File: src/rtl/inst_encoder_pkg.sv
// Shared CPU operation set plus the MIPS32 opcode, func and REGIMM-code
// constants that the encoder and the decoder both build on.
package inst_encoder_pkg;

  typedef enum logic [6:0] {
    OP_INVALID,
    OP_SLL, OP_SRL, OP_SRA, OP_SLLV, OP_SRLV, OP_SRAV, OP_JR, OP_JALR,
    OP_MOVZ, OP_MOVN, OP_SYSCALL, OP_BREAK, OP_SYNC, OP_MFHI, OP_MTHI,
    OP_MFLO, OP_MTLO, OP_MULT, OP_MULTU, OP_DIV, OP_DIVU, OP_ADD, OP_ADDU,
    OP_SUB, OP_SUBU, OP_AND, OP_OR, OP_XOR, OP_NOR, OP_SLT, OP_SLTU,
    OP_BLTZ, OP_BGEZ, OP_BLTZAL, OP_BGEZAL,
    OP_J, OP_JAL,
    OP_BEQ, OP_BNE, OP_BLEZ, OP_BGTZ, OP_ADDI, OP_ADDIU, OP_SLTI, OP_SLTIU,
    OP_ANDI, OP_ORI, OP_XORI, OP_LUI,
    OP_LB, OP_LH, OP_LWL, OP_LW, OP_LBU, OP_LHU, OP_LWR,
    OP_SB, OP_SH, OP_SWL, OP_SW, OP_SWR, OP_LL, OP_SC,
    OP_CACHE,
    OP_MADD, OP_MADDU, OP_MUL, OP_MSUB, OP_MSUBU, OP_CLZ, OP_CLO,
    OP_MFC0, OP_MTC0, OP_TLBR, OP_TLBWI, OP_TLBWR, OP_TLBP, OP_ERET,
    OP_FPU
  } operation_t;

  localparam int OP_COUNT = int'(OP_FPU) + 1;

  // Primary opcodes
  localparam logic [5:0] OPC_SPECIAL = 6'h00, OPC_REGIMM = 6'h01, OPC_J = 6'h02,
    OPC_JAL = 6'h03, OPC_BEQ = 6'h04, OPC_BNE = 6'h05, OPC_BLEZ = 6'h06,
    OPC_BGTZ = 6'h07, OPC_ADDI = 6'h08, OPC_ADDIU = 6'h09, OPC_SLTI = 6'h0A,
    OPC_SLTIU = 6'h0B, OPC_ANDI = 6'h0C, OPC_ORI = 6'h0D, OPC_XORI = 6'h0E,
    OPC_LUI = 6'h0F, OPC_COP0 = 6'h10, OPC_SPECIAL2 = 6'h1C, OPC_LB = 6'h20,
    OPC_LH = 6'h21, OPC_LWL = 6'h22, OPC_LW = 6'h23, OPC_LBU = 6'h24,
    OPC_LHU = 6'h25, OPC_LWR = 6'h26, OPC_SB = 6'h28, OPC_SH = 6'h29,
    OPC_SWL = 6'h2A, OPC_SW = 6'h2B, OPC_SWR = 6'h2E, OPC_CACHE = 6'h2F,
    OPC_LL = 6'h30, OPC_SC = 6'h38;

  // SPECIAL func field
  localparam logic [5:0] FN_SLL = 6'h00, FN_SRL = 6'h02, FN_SRA = 6'h03,
    FN_SLLV = 6'h04, FN_SRLV = 6'h06, FN_SRAV = 6'h07, FN_JR = 6'h08,
    FN_JALR = 6'h09, FN_MOVZ = 6'h0A, FN_MOVN = 6'h0B, FN_SYSCALL = 6'h0C,
    FN_BREAK = 6'h0D, FN_SYNC = 6'h0F, FN_MFHI = 6'h10, FN_MTHI = 6'h11,
    FN_MFLO = 6'h12, FN_MTLO = 6'h13, FN_MULT = 6'h18, FN_MULTU = 6'h19,
    FN_DIV = 6'h1A, FN_DIVU = 6'h1B, FN_ADD = 6'h20, FN_ADDU = 6'h21,
    FN_SUB = 6'h22, FN_SUBU = 6'h23, FN_AND = 6'h24, FN_OR = 6'h25,
    FN_XOR = 6'h26, FN_NOR = 6'h27, FN_SLT = 6'h2A, FN_SLTU = 6'h2B;

  // REGIMM codes (rt field)
  localparam logic [4:0] RT_BLTZ = 5'h00, RT_BGEZ = 5'h01, RT_BLTZAL = 5'h10,
    RT_BGEZAL = 5'h11;

  // SPECIAL2 func field
  localparam logic [5:0] FN2_MADD = 6'h00, FN2_MADDU = 6'h01, FN2_MUL = 6'h02,
    FN2_MSUB = 6'h04, FN2_MSUBU = 6'h05, FN2_CLZ = 6'h20, FN2_CLO = 6'h21;

  // COP0 rs selectors and CO func field
  localparam logic [4:0] CP0_MF = 5'h00, CP0_MT = 5'h04;
  localparam logic [5:0] CO_TLBR = 6'h01, CO_TLBWI = 6'h02, CO_TLBWR = 6'h06,
    CO_TLBP = 6'h08, CO_ERET = 6'h18;

  typedef enum logic [3:0] {
    FMT_NONE, FMT_SPECIAL, FMT_REGIMM, FMT_ITYPE, FMT_JTYPE, FMT_SPECIAL2,
    FMT_COP0_MF, FMT_COP0_MT, FMT_COP0_CO
  } fmt_t;

  typedef struct packed {
    fmt_t       fmt;
    logic [5:0] code;  // opcode, func or REGIMM code depending on fmt
  } enc_t;

  function automatic enc_t op_info(operation_t op);
    enc_t e;
    e = '{FMT_NONE, 6'h00};
    case (op)
      OP_SLL:     e = '{FMT_SPECIAL, FN_SLL};
      OP_SRL:     e = '{FMT_SPECIAL, FN_SRL};
      OP_SRA:     e = '{FMT_SPECIAL, FN_SRA};
      OP_SLLV:    e = '{FMT_SPECIAL, FN_SLLV};
      OP_SRLV:    e = '{FMT_SPECIAL, FN_SRLV};
      OP_SRAV:    e = '{FMT_SPECIAL, FN_SRAV};
      OP_JR:      e = '{FMT_SPECIAL, FN_JR};
      OP_JALR:    e = '{FMT_SPECIAL, FN_JALR};
      OP_MOVZ:    e = '{FMT_SPECIAL, FN_MOVZ};
      OP_MOVN:    e = '{FMT_SPECIAL, FN_MOVN};
      OP_SYSCALL: e = '{FMT_SPECIAL, FN_SYSCALL};
      OP_BREAK:   e = '{FMT_SPECIAL, FN_BREAK};
      OP_SYNC:    e = '{FMT_SPECIAL, FN_SYNC};
      OP_MFHI:    e = '{FMT_SPECIAL, FN_MFHI};
      OP_MTHI:    e = '{FMT_SPECIAL, FN_MTHI};
      OP_MFLO:    e = '{FMT_SPECIAL, FN_MFLO};
      OP_MTLO:    e = '{FMT_SPECIAL, FN_MTLO};
      OP_MULT:    e = '{FMT_SPECIAL, FN_MULT};
      OP_MULTU:   e = '{FMT_SPECIAL, FN_MULTU};
      OP_DIV:     e = '{FMT_SPECIAL, FN_DIV};
      OP_DIVU:    e = '{FMT_SPECIAL, FN_DIVU};
      OP_ADD:     e = '{FMT_SPECIAL, FN_ADD};
      OP_ADDU:    e = '{FMT_SPECIAL, FN_ADDU};
      OP_SUB:     e = '{FMT_SPECIAL, FN_SUB};
      OP_SUBU:    e = '{FMT_SPECIAL, FN_SUBU};
      OP_AND:     e = '{FMT_SPECIAL, FN_AND};
      OP_OR:      e = '{FMT_SPECIAL, FN_OR};
      OP_XOR:     e = '{FMT_SPECIAL, FN_XOR};
      OP_NOR:     e = '{FMT_SPECIAL, FN_NOR};
      OP_SLT:     e = '{FMT_SPECIAL, FN_SLT};
      OP_SLTU:    e = '{FMT_SPECIAL, FN_SLTU};
      OP_BLTZ:    e = '{FMT_REGIMM, {1'b0, RT_BLTZ}};
      OP_BGEZ:    e = '{FMT_REGIMM, {1'b0, RT_BGEZ}};
      OP_BLTZAL:  e = '{FMT_REGIMM, {1'b0, RT_BLTZAL}};
      OP_BGEZAL:  e = '{FMT_REGIMM, {1'b0, RT_BGEZAL}};
      OP_J:       e = '{FMT_JTYPE, OPC_J};
      OP_JAL:     e = '{FMT_JTYPE, OPC_JAL};
      OP_BEQ:     e = '{FMT_ITYPE, OPC_BEQ};
      OP_BNE:     e = '{FMT_ITYPE, OPC_BNE};
      OP_BLEZ:    e = '{FMT_ITYPE, OPC_BLEZ};
      OP_BGTZ:    e = '{FMT_ITYPE, OPC_BGTZ};
      OP_ADDI:    e = '{FMT_ITYPE, OPC_ADDI};
      OP_ADDIU:   e = '{FMT_ITYPE, OPC_ADDIU};
      OP_SLTI:    e = '{FMT_ITYPE, OPC_SLTI};
      OP_SLTIU:   e = '{FMT_ITYPE, OPC_SLTIU};
      OP_ANDI:    e = '{FMT_ITYPE, OPC_ANDI};
      OP_ORI:     e = '{FMT_ITYPE, OPC_ORI};
      OP_XORI:    e = '{FMT_ITYPE, OPC_XORI};
      OP_LUI:     e = '{FMT_ITYPE, OPC_LUI};
      OP_LB:      e = '{FMT_ITYPE, OPC_LB};
      OP_LH:      e = '{FMT_ITYPE, OPC_LH};
      OP_LWL:     e = '{FMT_ITYPE, OPC_LWL};
      OP_LW:      e = '{FMT_ITYPE, OPC_LW};
      OP_LBU:     e = '{FMT_ITYPE, OPC_LBU};
      OP_LHU:     e = '{FMT_ITYPE, OPC_LHU};
      OP_LWR:     e = '{FMT_ITYPE, OPC_LWR};
      OP_SB:      e = '{FMT_ITYPE, OPC_SB};
      OP_SH:      e = '{FMT_ITYPE, OPC_SH};
      OP_SWL:     e = '{FMT_ITYPE, OPC_SWL};
      OP_SW:      e = '{FMT_ITYPE, OPC_SW};
      OP_SWR:     e = '{FMT_ITYPE, OPC_SWR};
      OP_LL:      e = '{FMT_ITYPE, OPC_LL};
      OP_SC:      e = '{FMT_ITYPE, OPC_SC};
      OP_CACHE:   e = '{FMT_ITYPE, OPC_CACHE};
      OP_MADD:    e = '{FMT_SPECIAL2, FN2_MADD};
      OP_MADDU:   e = '{FMT_SPECIAL2, FN2_MADDU};
      OP_MUL:     e = '{FMT_SPECIAL2, FN2_MUL};
      OP_MSUB:    e = '{FMT_SPECIAL2, FN2_MSUB};
      OP_MSUBU:   e = '{FMT_SPECIAL2, FN2_MSUBU};
      OP_CLZ:     e = '{FMT_SPECIAL2, FN2_CLZ};
      OP_CLO:     e = '{FMT_SPECIAL2, FN2_CLO};
      OP_MFC0:    e = '{FMT_COP0_MF, 6'h00};
      OP_MTC0:    e = '{FMT_COP0_MT, 6'h00};
      OP_TLBR:    e = '{FMT_COP0_CO, CO_TLBR};
      OP_TLBWI:   e = '{FMT_COP0_CO, CO_TLBWI};
      OP_TLBWR:   e = '{FMT_COP0_CO, CO_TLBWR};
      OP_TLBP:    e = '{FMT_COP0_CO, CO_TLBP};
      OP_ERET:    e = '{FMT_COP0_CO, CO_ERET};
      default:    e = '{FMT_NONE, 6'h00};
    endcase
    return e;
  endfunction

endpackage

File: src/rtl/inst_encoder_if.sv
// Request/response bundle between an instruction producer and inst_encoder.
interface inst_encoder_if;
  import inst_encoder_pkg::*;

  logic        in_valid;
  logic        in_ready;
  operation_t  in_op;
  logic [4:0]  in_rs;
  logic [4:0]  in_rt;
  logic [4:0]  in_rd;
  logic [4:0]  in_sa;
  logic [15:0] in_imm;
  logic [2:0]  in_sel;
  logic [25:0] in_jidx;
  logic        flush;
  logic        out_valid;
  logic        out_ready;
  logic [31:0] out_inst;
  logic        out_illegal;
  logic [31:0] enc_count;

  modport master (
    output in_valid, in_op, in_rs, in_rt, in_rd, in_sa, in_imm, in_sel, in_jidx,
           flush, out_ready,
    input  in_ready, out_valid, out_inst, out_illegal, enc_count
  );

  modport slave (
    input  in_valid, in_op, in_rs, in_rt, in_rd, in_sa, in_imm, in_sel, in_jidx,
           flush, out_ready,
    output in_ready, out_valid, out_inst, out_illegal, enc_count
  );
endinterface

File: src/rtl/inst_enc_fifo.sv
// Power-of-two FIFO holding encoded words; flush empties it at the next edge
// and wins over push and pop. The head reads as zero while empty.
module inst_enc_fifo #(
  parameter int DEPTH = 2,
  parameter int WIDTH = 33
) (
  input  logic             clk,
  input  logic             resetn,
  input  logic             flush,
  input  logic             push,
  input  logic [WIDTH-1:0] wdata,
  input  logic             pop,
  output logic [WIDTH-1:0] rdata,
  output logic             valid,
  output logic             full
);
  localparam int AW = (DEPTH > 1) ? $clog2(DEPTH) : 1;
  localparam int CW = $clog2(DEPTH + 1);

  logic [WIDTH-1:0] mem [DEPTH];
  logic [AW-1:0]    wr_ptr_reg;
  logic [AW-1:0]    rd_ptr_reg;
  logic [CW-1:0]    count_reg;
  logic [CW-1:0]    count_next;
  logic             push_en;
  logic             pop_en;

  assign valid   = (count_reg != '0);
  assign full    = (count_reg == CW'(DEPTH));
  assign push_en = push && !full && !flush;
  assign pop_en  = pop && valid && !flush;

  always_comb begin
    count_next = count_reg;
    case ({push_en, pop_en})
      2'b10:   count_next = count_reg + CW'(1);
      2'b01:   count_next = count_reg - CW'(1);
      default: count_next = count_reg;
    endcase
  end

  // Pointers wrap naturally because DEPTH is a power of two.
  always_ff @(posedge clk or negedge resetn) begin
    if (!resetn) begin
      wr_ptr_reg <= '0;
      rd_ptr_reg <= '0;
      count_reg  <= '0;
    end else if (flush) begin
      wr_ptr_reg <= '0;
      rd_ptr_reg <= '0;
      count_reg  <= '0;
    end else begin
      if (push_en) wr_ptr_reg <= wr_ptr_reg + AW'(1);
      if (pop_en)  rd_ptr_reg <= rd_ptr_reg + AW'(1);
      count_reg <= count_next;
    end
  end

  always_ff @(posedge clk) begin
    if (push_en) mem[wr_ptr_reg] <= wdata;
  end

  assign rdata = valid ? mem[rd_ptr_reg] : '0;

endmodule

File: src/rtl/inst_encoder.sv
// MIPS32 instruction encoder feeding a small output FIFO.
// Define INST_ENCODER_CP0_EN to encode MFC0/MTC0 and the TLB/ERET CO ops.
module inst_encoder
  import inst_encoder_pkg::*;
#(
  parameter int DEPTH = 2
) (
  input logic           clk,
  input logic           resetn,
  inst_encoder_if.slave bus
);
  enc_t        info;
  logic [31:0] word_next;
  logic        illegal_next;
  logic [32:0] head;
  logic        fifo_valid;
  logic        fifo_full;
  logic        push;
  logic [31:0] enc_count_reg;

  assign info = op_info(bus.in_op);

  always_comb begin
    word_next    = 32'h0;
    illegal_next = 1'b0;
    case (info.fmt)
      FMT_SPECIAL:  word_next = {OPC_SPECIAL, bus.in_rs, bus.in_rt, bus.in_rd, bus.in_sa, info.code};
      FMT_REGIMM:   word_next = {OPC_REGIMM, bus.in_rs, info.code[4:0], bus.in_imm};
      FMT_ITYPE:    word_next = {info.code, bus.in_rs, bus.in_rt, bus.in_imm};
      FMT_JTYPE:    word_next = {info.code, bus.in_jidx};
      FMT_SPECIAL2: word_next = {OPC_SPECIAL2, bus.in_rs, bus.in_rt, bus.in_rd, 5'b0, info.code};
`ifdef INST_ENCODER_CP0_EN
      FMT_COP0_MF:  word_next = {OPC_COP0, CP0_MF, bus.in_rt, bus.in_rd, 8'b0, bus.in_sel};
      FMT_COP0_MT:  word_next = {OPC_COP0, CP0_MT, bus.in_rt, bus.in_rd, 8'b0, bus.in_sel};
      FMT_COP0_CO:  word_next = {OPC_COP0, 1'b1, 19'b0, info.code};
`endif
      default:      illegal_next = 1'b1;
    endcase
  end

  // A flush cycle drops the incoming request but still reports ready.
  assign push         = bus.in_valid && !fifo_full && !bus.flush;
  assign bus.in_ready = !fifo_full || bus.flush;

  inst_enc_fifo #(
    .DEPTH (DEPTH),
    .WIDTH (33)
  ) u_fifo (
    .clk    (clk),
    .resetn (resetn),
    .flush  (bus.flush),
    .push   (push),
    .wdata  ({illegal_next, word_next}),
    .pop    (bus.out_ready),
    .rdata  (head),
    .valid  (fifo_valid),
    .full   (fifo_full)
  );

  always_ff @(posedge clk or negedge resetn) begin
    if (!resetn)   enc_count_reg <= 32'h0;
    else if (push) enc_count_reg <= enc_count_reg + 32'h1;
  end

  assign bus.out_valid   = fifo_valid;
  assign bus.out_inst    = head[31:0];
  assign bus.out_illegal = head[32];
  assign bus.enc_count   = enc_count_reg;

endmodule

File: src/flat_wrapper.sv
// flat-port wrapper written by rule: the top's interface ports become plain ports
module inst_encoder_flat import inst_encoder_pkg::*;
#(
  parameter int DEPTH = 2
)
  (clk, resetn, bus_in_valid, bus_in_op, bus_in_rs, bus_in_rt, bus_in_rd, bus_in_sa, bus_in_imm, bus_in_sel, bus_in_jidx, bus_flush, bus_out_ready, bus_in_ready, bus_out_valid, bus_out_inst, bus_out_illegal, bus_enc_count);
  inst_encoder_if bus_i ();
  input logic clk;
  input logic resetn;
  input wire logic [$bits(bus_i.in_valid)-1:0] bus_in_valid;
  input wire logic [$bits(bus_i.in_op)-1:0] bus_in_op;
  input wire logic [$bits(bus_i.in_rs)-1:0] bus_in_rs;
  input wire logic [$bits(bus_i.in_rt)-1:0] bus_in_rt;
  input wire logic [$bits(bus_i.in_rd)-1:0] bus_in_rd;
  input wire logic [$bits(bus_i.in_sa)-1:0] bus_in_sa;
  input wire logic [$bits(bus_i.in_imm)-1:0] bus_in_imm;
  input wire logic [$bits(bus_i.in_sel)-1:0] bus_in_sel;
  input wire logic [$bits(bus_i.in_jidx)-1:0] bus_in_jidx;
  input wire logic [$bits(bus_i.flush)-1:0] bus_flush;
  input wire logic [$bits(bus_i.out_ready)-1:0] bus_out_ready;
  output wire logic [$bits(bus_i.in_ready)-1:0] bus_in_ready;
  output wire logic [$bits(bus_i.out_valid)-1:0] bus_out_valid;
  output wire logic [$bits(bus_i.out_inst)-1:0] bus_out_inst;
  output wire logic [$bits(bus_i.out_illegal)-1:0] bus_out_illegal;
  output wire logic [$bits(bus_i.enc_count)-1:0] bus_enc_count;
  assign bus_i.in_valid = bus_in_valid;
  assign bus_i.in_op = bus_in_op;
  assign bus_i.in_rs = bus_in_rs;
  assign bus_i.in_rt = bus_in_rt;
  assign bus_i.in_rd = bus_in_rd;
  assign bus_i.in_sa = bus_in_sa;
  assign bus_i.in_imm = bus_in_imm;
  assign bus_i.in_sel = bus_in_sel;
  assign bus_i.in_jidx = bus_in_jidx;
  assign bus_i.flush = bus_flush;
  assign bus_i.out_ready = bus_out_ready;
  assign bus_in_ready = bus_i.in_ready;
  assign bus_out_valid = bus_i.out_valid;
  assign bus_out_inst = bus_i.out_inst;
  assign bus_out_illegal = bus_i.out_illegal;
  assign bus_enc_count = bus_i.enc_count;
  inst_encoder #(.DEPTH(DEPTH)) u_core (.clk(clk), .resetn(resetn), .bus(bus_i));
endmodule
File: config.mk
export PLATFORM = sky130hd
export DESIGN_NAME = inst_encoder_flat
export DESIGN_NICKNAME = d
export VERILOG_FILES = /design/src/rtl/inst_encoder_pkg.sv /design/src/rtl/inst_encoder_if.sv /design/src/rtl/inst_enc_fifo.sv /design/src/rtl/inst_encoder.sv /design/src/flat_wrapper.sv
export SDC_FILE = /design/constraint.sdc
export NUM_CORES = 1
export LEC_CHECK = 0
export CAP_MARGIN = 20
export CORE_ASPECT_RATIO = 1.1
export CORE_MARGIN = 1
export CORE_UTILIZATION = 25
export DETAILED_ROUTE_END_ITERATION = 6
export PLACE_DENSITY = 0.53
export SETUP_SLACK_MARGIN = 0.02
export SYNTH_ARGS = -nofsm -noshare
export SYNTH_HDL_FRONTEND = slang
export SYNTH_HIERARCHICAL = 1
export SYNTH_SLANG_ARGS = --single-unit
File: constraint.sdc
create_clock -name clk -period 7.1 [get_ports clk]
set_clock_uncertainty 0.15 [all_clocks]
set_input_delay 0.71 -clock clk [delete_from_list [all_inputs] [get_ports clk]]
set_output_delay 0.71 -clock clk [all_outputs]
set_load 0.01 [all_outputs]
After elaboration in Yosys (flattened, before gate mapping)

Memories as Yosys holds them, arrays and structs flattened.
Cells that the tools add are included.

Bits in writable memories: 66
Bits of input ports: 77
Flip-flop bits (word level): 36
ROM bits: 1280
Memories kept: 2

Reductions and logical operators: 14
Eq/ne operators: 8
Multiplexer cells: 11
Add/sub/neg operators: 5

Memory list:

| memory            | depth | width | rd ports | clocked after Yosys merged registers in | write ports | RTL line               | text |
|---|---|---|---|---|---|---|---|
| (no name shown)   | 128   | 10    | 1        | 0                                       | 0           | inst_encoder_pkg.sv:72 | `case (op)` |
| u_core.u_fifo.mem | 2     | 33    | 1        | 0                                       | 1           | inst_enc_fifo.sv:20    | `logic [WIDTH-1:0] mem [DEPTH];` |

Operators with widths:

| cell                    | number |
|---|---|
| $pmux W32 S5            | 1 |
| $mux W33                | 1 |
| $add A32 B1 Y32 const B | 1 |
| $eq A4 B2 Y1 const B    | 2 |
| $eq A4 B3 Y1 const B    | 2 |
| $mux W1                 | 7 |
| $logic_and A1 B1 Y1     | 6 |
| $reduce_bool A2 Y1      | 3 |
| $reduce_or A5 Y1        | 1 |
| $eq A2 B2 Y1 const B    | 2 |
| $eq A4 B1 Y1 const B    | 1 |
| $pmux W2 S2             | 1 |
| $reduce_bool A3 Y1      | 1 |
| $add A1 B1 Y1 const B   | 2 |
| $add A2 B1 Y2 const B   | 1 |
| $eq A2 B1 Y1 const B    | 1 |
| $logic_not A1 Y1        | 2 |
| $mux W2                 | 1 |
| $sub A2 B1 Y2 const B   | 1 |
| $logic_or A1 B1 Y1      | 1 |

Longest topological paths before layout

Depth in word-level cells: 9
Depth in mapped cells: 10
Mapped depth without buffers: 7

Modules after synthesis

The synthesis kept the hierarchy.

By module, submodules not included:

| module        | area an instance (sq um) | cells each | instances | sequential area each (sq um) |
|---|---|---|---|---|
| inst_encoder  | 2758.9                   | 318        | 1         | 800.8 |
| inst_enc_fifo | 2703.8                   | 165        | 1         | 2082.0 |

Least setup slack after synthesis

No wires, ideal clock.

Path kind: input-to-reg
Start: input bus_flush
End: memory u_core.u_fifo.mem[1][0], enable pin
Required time: 6.479 ns
Stages: 4
Library setup time: 0.471 ns
Setup slack: 2.371 ns
Arrival: 4.108 ns
Cells stage by stage: or3b_2 inv_1 or2b_1 nor3b_1

Cells in the longest elaborated chain, start to end: 6

Ends and longest elaborated chain:

| element                          | RTL line            | text |
|---|---|---|
| from (decl)                      | flat_wrapper.sv:19  | `input wire logic [$bits(bus_i.flush)-1:0] bus_flush;` |
| $logic_not A1 Y1                 | inst_encoder.sv:42  | `assign push = bus.in_valid && !fifo_full && !bus.flush;` |
| $logic_and A1 B1 Y1              | inst_encoder.sv:42  |  |
| named net u_core.push            | inst_encoder.sv:18  | `logic push;` |
| $logic_and A1 B1 Y1 (2 in a row) | inst_enc_fifo.sv:30 | `assign push_en = push && !full && !flush;` |
| $mux W1                          | inst_enc_fifo.sv:60 | `if (push_en) mem[wr_ptr_reg] <= wdata;` |
| $mux W1 (not written as such)    | inst_enc_fifo.sv:60 |  |
| to (decl)                        | inst_enc_fifo.sv:20 |  |

The timed path passes the listed nets, and every way through them passes these cells.

Worst setup path after layout

Start: input bus_in_op[2]
End: memory u_core.u_fifo.mem[0][2] (data pin)

Cells in the longest elaborated chain, start to end: 3

Ends and longest elaborated chain:

| element                                    | RTL line           | text |
|---|---|---|
| from (decl)                                | flat_wrapper.sv:11 | `input wire logic [$bits(bus_i.in_op)-1:0] bus_in_op;` |
| $mem_v2 Z128 W10 (*)                       | n/a                |  |
| $eq A4 B3 Y1, or another cell as far along | inst_encoder.sv:26 | `case (info.fmt)` |
| $pmux W32 S5 (*)                           | inst_encoder.sv:26 |  |
| named net u_core.word_next[2]              | inst_encoder.sv:13 | `logic [31:0] word_next;` |

The timed path passes the listed nets; every way through them passes the cells marked *.

==> flow_summary.yaml <==
detailed_routing:
  wl_um: 15100
  drc_errors: 0
  ant_nets: 0
  dr_total_vias: 4320
  drt-pass1-iter-count: 5
  routedWlPerCell_um: 16.5
  viasPerCell: 4.72
  drt_iter0_markers: 170
clock_tree:
  ctsHtreeMaxLevel: 3
  cts-root-buf: "clkbuf_16"
  cts_sinks: 102
  clockBufferDepth: 2
  clk_pin_slew_worst_paths_ps: 80
  cts_tree: "built"
  cts.repair.resized: 0
  cts-hold-fix-buffers: 0
  insertion_delay_ps: 350
  post_cts_buffers: 0
  cts_buffers: 9
min_path:
  min_from: "u_core/bus.enc_count[31]"
  hold-path-endpoint: "u_core/bus.enc_count[31]"
  min_path_type: "reg -> reg"
  worstHoldPathCells: 1
final_layout:
  fin_cells: 916
  synthToLayoutAreaGrowth_pct: 37.4
  n_antenna_cell: 0
  fin_area_mm2: 0.00751
  drive_gt1_frac: 0.0671
  nets: 710
  largest_reg_flops: 66
synth:
  synth_warnings: 6
  synth.area.top_cells: "edfxtp_1 (36%), dfrtp_1 (16%), mux2i_1 (6.8%)"
  ys_types: 60
  synth_top_area_share: 0.363
  syn_area_mm2: 0.00546
  syn_area_per_cell_um2: 11.3
  ys.flop_type: "edfxtp_1"
  synth_seq_cells: 102
  synthArstFlopShare: 0.353
  postSynthCellCount: 483
  synth_edf_count: 66
  syn_nets: 572
  yosysTopAreaCell: "edfxtp_1"
  yosysSeqAreaShare: 0.528
floorplan:
  die_x_um: 143
  start_util: 0.256
  core_area_mm2: 0.0214
  pin_count: 144
  dieHeight_um: 157
  die_area_mm2: 0.0224
  fp-row-count: 56
grt:
  grt-ovfl-total: 0
  antenna_found_initial: 0
  grt_pass1_vias: 4344
  gr-usage-all-layers: 0.137
  grt_pass1_wl_um: 23500
  grt_max_degree: 37
critical_path:
  path_cells: "clkdlybuf4s50_1 -> inv_1 -> ha_1 -> nand2b_1 -> a21oi_1 -> o21ai_1 -> nor2_1 -> a221o_1"
  critPathSlowestCell: "clkdlybuf4s50_1"
  timing.rr.start: "u_core/u_fifo/count_reg[1]"
  cp.required_ps: 7150
  max_stage_delay_ps: 1120
  end_kind: "flip-flop"
  crit_fanout: 28
  r2r_slack_ps: 4400
  crit_path_start_kind: "input port"
  timing.rr.end: "u_core/u_fifo/mem[1][29]"
  cp_data_arrival_time_ps: 4110
  critical_path_class: "in -> reg"
  ff2ff_path_depth: 6
power:
  p_switching_uw: 386
  p_int_uw: 1090
  power_frac_comb: 0.188
  cellLeakagePower_uw: 0.00275
  powerDensity_mw_per_mm2: 197
  p_sw_frac: 0.261
  seq_power_share: 0.471
  ir_worst_vdd_mv: 0.0873
  pwr-share-clk: 0.340
timing:
  hold_slack_ps: 323
  hold_viol: 0
  min_period_over_period: 0.572
  tightest_slew_ps: 1030
  rsz0062_at_grt: "false"
  setup-tns-final_ps: 0
  min_period_ps: 4060
  setup_ws_ps: 3040
  fmax_mhz: 246
  slew_headroom: 0.309
  setup_violations: 0
  drv_slew: 0
place:
  place_area_mm2: 0.00717
  post-place-ws_ps: 2640
  dpl.hpwl_um: 11000
  dp_cells: 898
  io_buffers: 140
  gp_congestion: 0.848
flow_run:
  drv_cap: 0
outcome:
  status: "finished, final reports clean"
-- Yosys cell counts, types with 2 or more instances --
| cell type | instances |
|---|---|
| edfxtp_1 | 66 |
| nor2_1 | 50 |
| mux2i_1 | 37 |
| dfrtp_1 | 36 |
| nand2_1 | 28 |
| xnor2_1 | 24 |
| and2_1 | 17 |
| nand3_1 | 17 |
| a221o_1 | 16 |
| a21oi_1 | 15 |
| o21ai_0 | 15 |
| a22o_1 | 13 |
| inv_1 | 13 |
| buf_2 | 12 |
| ha_1 | 12 |
| nand2b_1 | 11 |
| and3_1 | 9 |
| nand4_1 | 9 |
| xor2_1 | 9 |
| nor3_1 | 7 |
| nor2b_1 | 5 |
| a211oi_1 | 4 |
| a31oi_1 | 4 |
| clkbuf_1 | 4 |
| nand3b_1 | 4 |
| nor3b_1 | 4 |
| buf_4 | 3 |
| a22oi_1 | 2 |
| buf_6 | 2 |
| mux2_2 | 2 |
| o21ai_1 | 2 |
| o221ai_1 | 2 |
| or2_2 | 2 |
-- worst max path at each step --
stage / from / to / slack, ps / cells past startpoint
global route: bus_in_op[2] / u_core/u_fifo/mem[0][2] / 2740 / 8
detailed placement: bus_in_op[2] / u_core/u_fifo/mem[0][2] / 2640 / 8
finish: bus_in_op[2] / u_core/u_fifo/mem[0][2] / 3040 / 8
floorplan: bus_flush / u_core/u_fifo/mem[1][0] / 2370 / 4
global placement: bus_in_op[2] / u_core/u_fifo/mem[0][11] / 2700 / 8
CTS: bus_in_op[2] / u_core/u_fifo/mem[0][2] / 2990 / 8
-- final cells by class --
class                      instances  area, um2
fill                            2170      13900
clock inverter                     6       66.3
timing repair buffer             149       1490
multi-input combinational        346       2420
clock buffer                      10        233
tap                              290        363
inverter                          13       48.8
sequential                       102       2880
-- layout by cell type (no fill, tap or decap), drive strengths merged, types with 5 or more instances in the layout --
cell type,instances
clkdlybuf4s50,140
edfxtp,66
nor2,51
mux2i,37
dfrtp,36
nand2,28
xnor2,24
and2,17
nand3,17
o21ai,17
a221o,16
inv,16
a21oi,15
a22o,13
ha,12
nand2b,11
clkbuf,10
xor2,9
nand4,9
and3,9
buf,9
nor3,8
nor2b,5
nor3b,5
-- stage by stage --
stage | utilization | total power, uW
3_3_place_gp | 0.336 | 986
6_report | 0.351 | 1480
4_1_cts | 0.350 | 1500
2_1_floorplan | - | 841
5_1_grt | 0.351 | 1550
3_5_place_dp | 0.336 | 991
-- cells by family after synthesis --
| family | Yosys count | synth area share |
|---|---|---|
| adder cells (fa/ha/maj) | 12 | 0.0275 |
| XOR/XNOR | 33 | 0.0529 |
| multiplexers | 40 | 0.0760 |
| flip-flops | 102 | 0.528 |
| buffers and inverters | 35 | 0.0316 |
| AND/OR/NAND/NOR | 175 | 0.167 |
| AO/OA/AOI/OAI | 86 | 0.117 |
-- worst max-delay path, delay by kind of cell --
| family | cells | cell delay, ps |
|---|---|---|
| buffers and inverters | 2 | 1350 |
| and+or+nand+nor | 2 | 1020 |
| AOI/OAI and AO/OA | 3 | 720 |
| adders and majority gates | 1 | 300 |
-- power groups by stage --
| stage | clock [uW] | sequential [uW] | combinational (uW) |
|---|---|---|---|
| final | 504 | 698 | 279 |
| after floorplan | 0 | 711 | 130 |
| after CTS | 523 | 703 | 275 |
| after detailed placement | 0 | 716 | 274 |
| after global routing | 543 | 703 | 306 |
| after global placement | 0 | 714 | 272 |
-- metal layers --
layer | vias up | track usage | wire length, um
met4 | 0 | 0.0399 | 174
met1 | 2110 | 0.172 | 6810
met2 | 135 | 0.237 | 7380
met5 | - | 0 | 0
li1 | 2059 | - | -
met3 | 16 | 0.0271 | 706
(Power assumes the default switching activity.)
